===== src/rtl/decoder_pipe.sv =====
// Pipelined W-bit to N-bit one-hot/thermometer decoder with a 2-entry output FIFO.
// Optional macro DECODER_PIPE_OOR_ERR_EN enables the out-of-range tag on err.
module decoder_pipe #(
  parameter int W = 4,
  parameter int N = 16
) (
  input  logic         clk,
  input  logic         rst,
  input  logic         in_valid,
  output logic         in_ready,
  input  logic [W-1:0] A,
  input  logic         mode,
  output logic         out_valid,
  input  logic         out_ready,
  output logic [N-1:0] Z,
  output logic         err
);

  localparam int           WP    = W + 1;
  localparam logic [W:0]   N_LIM = WP'(N);

  // Raw decode before range gating; thermometer sets every bit at or below the address.
  function automatic logic [N-1:0] decode_raw(input logic [W-1:0] a, input logic m);
    logic [N-1:0] r;
    r = '0;
    for (int i = 0; i < N; i++) begin
      if (m) begin
        r[i] = (WP'(i) <= {1'b0, a});
      end else begin
        r[i] = (WP'(i) == {1'b0, a});
      end
    end
    return r;
  endfunction

  logic [1:0]   count_q, count_d;
  logic         wr_ptr_q, wr_ptr_d;
  logic         rd_ptr_q, rd_ptr_d;
  logic [N-1:0] z_mem_q [2];
  logic [N-1:0] dec_z_s;
  logic         oor_s;
  logic         push_s;
  logic         pop_s;

  // Ready/valid are gated by rst so nothing moves during the reset cycle.
  assign in_ready  = (count_q != 2'd2) && !rst;
  assign out_valid = (count_q != 2'd0) && !rst;
  assign push_s    = in_valid && in_ready;
  assign pop_s     = out_valid && out_ready;
  assign Z         = out_valid ? z_mem_q[rd_ptr_q] : {N{1'b0}};

  // Decode the offered beat; out-of-range addresses yield an all-zero result.
  always_comb begin
    oor_s   = ({1'b0, A} >= N_LIM);
    dec_z_s = oor_s ? {N{1'b0}} : decode_raw(A, mode);
  end

  // FIFO pointer and occupancy next-state.
  always_comb begin
    count_d  = count_q;
    wr_ptr_d = wr_ptr_q;
    rd_ptr_d = rd_ptr_q;
    if (push_s && !pop_s) begin
      count_d = count_q + 2'd1;
    end else if (!push_s && pop_s) begin
      count_d = count_q - 2'd1;
    end else begin
      count_d = count_q;
    end
    wr_ptr_d = push_s ? ~wr_ptr_q : wr_ptr_q;
    rd_ptr_d = pop_s ? ~rd_ptr_q : rd_ptr_q;
  end

  // Control state with synchronous reset.
  always_ff @(posedge clk) begin
    if (rst) begin
      count_q  <= 2'd0;
      wr_ptr_q <= 1'b0;
      rd_ptr_q <= 1'b0;
    end else begin
      count_q  <= count_d;
      wr_ptr_q <= wr_ptr_d;
      rd_ptr_q <= rd_ptr_d;
    end
  end

  // Payload storage; contents are only observed while out_valid is high.
  always_ff @(posedge clk) begin
    if (push_s) begin
      z_mem_q[wr_ptr_q] <= dec_z_s;
    end
  end

`ifdef DECODER_PIPE_OOR_ERR_EN
  logic [1:0] oor_mem_q;

  // Out-of-range tag travels alongside each payload entry.
  always_ff @(posedge clk) begin
    if (rst) begin
      oor_mem_q <= 2'b00;
    end else if (push_s) begin
      oor_mem_q[wr_ptr_q] <= oor_s;
    end
  end

  assign err = out_valid ? oor_mem_q[rd_ptr_q] : 1'b0;
`else
  assign err = 1'b0;
`endif

endmodule


===== config.mk =====
export PLATFORM = sky130hd
export DESIGN_NAME = decoder_pipe
export DESIGN_NICKNAME = d
export VERILOG_FILES = /design/src/rtl/decoder_pipe.sv
export SDC_FILE = /design/constraint.sdc
export NUM_CORES = 1
export LEC_CHECK = 0
export CORE_ASPECT_RATIO = 0.6
export CORE_MARGIN = 1.5
export CORE_UTILIZATION = 60
export DETAILED_ROUTE_END_ITERATION = 10
export DONT_BUFFER_PORTS = 1
export PLACE_DENSITY = 0.83
export SLEW_MARGIN = 20
export SYNTH_ARGS = -nofsm -noshare
export SYNTH_HDL_FRONTEND = slang
export SYNTH_SLANG_ARGS = --single-unit
export TNS_END_PERCENT = 1

===== constraint.sdc =====
create_clock -name clk -period 3.2 [get_ports clk]
set_input_delay 0.64 -clock clk [delete_from_list [all_inputs] [get_ports clk]]
set_output_delay 0.64 -clock clk [all_outputs]
set_load 0.005 [all_outputs]

==> qor.txt <==
status -> finished clean
Post-synth top cells -> 32 x edfxtp_1, 20 x nor2_1, 16 x mux2i_1
maximum clock frequency -> 429 MHz
hold depth -> 1
Post-Synthesis Cells -> 149
Syn Area/Cell -> 11.7 µm²
Detailed Route WL -> 3.11 mm
Worst setup EP type -> flop
most frequent cell after synthesis -> edfxtp_1
CTS buffer count -> 5
RSZ-0062 raised after global routing -> false
fill cell count -> 185
Post-CTS Setup Inserts -> 0
Avg WL per Cell -> 17.6 µm
Final Hold Viols -> 0
cell area after layout -> 0.00180 mm²
antenna viol nets, final -> 0
Yosys top cell by area -> edfxtp_1
register bit total from synthesis -> 37
critical path buffer and inverter count -> 1
Core ar. -> 0.00263 mm²
crit path DAT -> 2530 ps
placed cell areas -> 0.00172 mm²
Synth-to-Final Area Change -> 3.30%
GRT Total Usage -> 21.4%
register area -> 0.00106 mm²
worst vdd ir -> 320 µV
global route overflow -> 0
CTS H-tree lvls -> 2
number of global-route vias before repair -> 1017
clk root buf -> clkbuf_8
initial antenna violation count -> 0
NumNets Final -> 154
CP max stage delay -> 650 ps
routability cong. -> 0.710
synthesized cell area -> 0.00174 mm²
ys async rst share -> 0%
Area contributors post-synth -> edfxtp_1 55%, mux2i_1 9.2%, dfxtp_1 5.7%, nor2_1 4.3%, nor2_2 3.6%
chip width -> 72.6 µm
Register-to-Register Path Depth -> 7
sequential-to-total area share from yosys stat -> 60.9%
Tmin final -> 2330 ps
R2R Path End -> count_q[1]
cells along the critical path -> nor2_1 > or2_1 > inv_1 > nand2_1 > ha_1 > or3_1 > a21oi_1
Multi-input gate area -> 598 µm²
WP data required -> 3400 ps
Die ar. -> 0.00325 mm²
Crit path max-delay family -> simple AND/OR/NAND/NOR gates
CTS max path bufs -> 2
drt drc -> 0
Yosys warnings -> 0
Finish-stage setup viols -> 0
Final Skew -> 2.82 ps
ys flop type -> edfxtp_1
Vias -> 1066
worst skew pair latency -> 290 ps
initial core utilization -> 66.3%
largest net degree at the start of global routing -> 20
proportion of netlist area held by the largest area contributor -> 55.2%
HP Start -> rst
FF-to-FF Start -> count_q[1]
power per cell area -> 590 mW/mm²
Setup crit start kind -> flop
r2r setup slk -> 870 ps
TNS Setup -> 0 ps
router iterations before antenna repair -> 4
CTS clk-pin slew, worst paths -> 70 ps
first-pass GRT wire length -> 4.88 mm
initial DRC count -> 73
post-cts gate resize count -> 0
CP Class -> reg2reg
port bufs -> 0
boundary pin count -> 28
standard-cell rows -> 14
DR vias/cell -> 6.02
die height -> 44.7 µm
CP max stage cell -> or2_1
Tcrit/Tclk final -> 72.9%
Antenna diodes -> 0
Max Cap Viol -> 0
P_leak -> 0.599 nW
max_slew headroom -> 37.0%
CTS tree -> done
hold crit path type -> in2reg
hold endpoint -> wr_ptr_q
actual slew at the worst max-slew pin -> 944 ps
Post-DP HPWL -> 2.02 mm
CTS Hold Bufs -> 0
max-slew violation count -> 0
layout cells sized above 1 -> 13.1%
CTS sink cnt -> 37
maximum fanout along the worst path -> 17
Yosys cell types -> 32
Post-synth EDFFs -> 32
syn_nets -> 159
==> power breakdown <==
group	leakage, nW	internal (mW)	switching [mW]
clock network	0.0430	0.146	0.157
registers	0.339	0.563	0.0368
logic	0.217	0.0685	0.0899
==> worst max path at each step <==
stage	slack, ps	start	to	depth (start not counted)
after floorplan	360	rst	z_mem_q[0][0]	2
after global placement	870	rst	count_q[1]	6
after detailed placement	720	rst	count_q[1]	6
after CTS	880	count_q[1]	count_q[1]	7
after global routing	730	count_q[0]	count_q[1]	7
final	870	count_q[1]	count_q[1]	7
==> routing by layer <==
layer  wire [µm]  GRT usage, %  up-vias
li1            -             -      511
met1        1450          25.8      507
met2        1410          34.7       38
met3         194          9.60       10
met4          60          8.30        0
met5           0             0        -
==> layout make-up <==
cell class / count / share of cell area, %
clock buffers: 5 / 3.82
clock inverters: 3 / 0.695
inverters: 3 / 0.626
multi-input cells: 96 / 33.2
flip-flops and latches: 37 / 59.0
well taps: 32 / 2.23
repair buffers: 1 / 0.417
==> kinds of logic after synthesis <==
| logic type | share of synthesized area, % |
|---|---|
| fa+ha+maj | 0.718 |
| simple gates | 14.6 |
| xor+xnor | 1.51 |
| compound gates | 7.76 |
| buf+inv | 5.10 |
| other cells | 0.215 |
| flops | 60.9 |
| mux | 9.20 |
==> state kept, by name, summed over array words and instances, names as in the netlist, named ones only <==
| signal | count |
|---|---|
| wr_ptr_q | 1 |
| rd_ptr_q | 1 |
| count_q | 2 |
| z_mem_q | 32 |
==> cells in the final DEF (no fill, tap or decap), types with 2 or more instances in the layout <==
cell type,instances
clkbuf_8,5
inv_1,3
nand3_1,2
mux2i_1,16
nand2_1,8
nor2_2,10
xor2_1,3
nor3_1,4
a21oi_1,6
clkinv_1,2
dfxtp_1,5
or3_1,3
o21ai_0,9
and2_1,2
nor2_1,20
edfxtp_1,32
==> per-stage QoR <==
| step | hold slack [ps] | instances | power, mW | worst slack [ps] | utilization (%) |
|---|---|---|---|---|---|
| 6_report | 415 | 177 | 1.06 | 869 | 68.5 |
| 5_1_grt | 405 | 177 | 1.11 | 735 | 68.5 |
| 4_1_cts | 415 | 177 | 1.07 | 882 | 68.5 |
| 3_5_place_dp | 492 | 169 | 0.768 | 723 | 65.4 |
| 3_3_place_gp | 481 | 169 | 0.756 | 874 | 65.4 |
| 2_1_floorplan | 467 | 149 | 0.755 | 357 | - |
==> worst reg2reg max path, cell delays in order (launching register included) <==
cell	delay [ps]
dfxtp_1	350
nor2_1	100
or2_1	650
inv_1	180
nand2_1	120
ha_1	260
or3_1	370
a21oi_1	220
No activity file was read; power rests on OpenSTA's default activity.
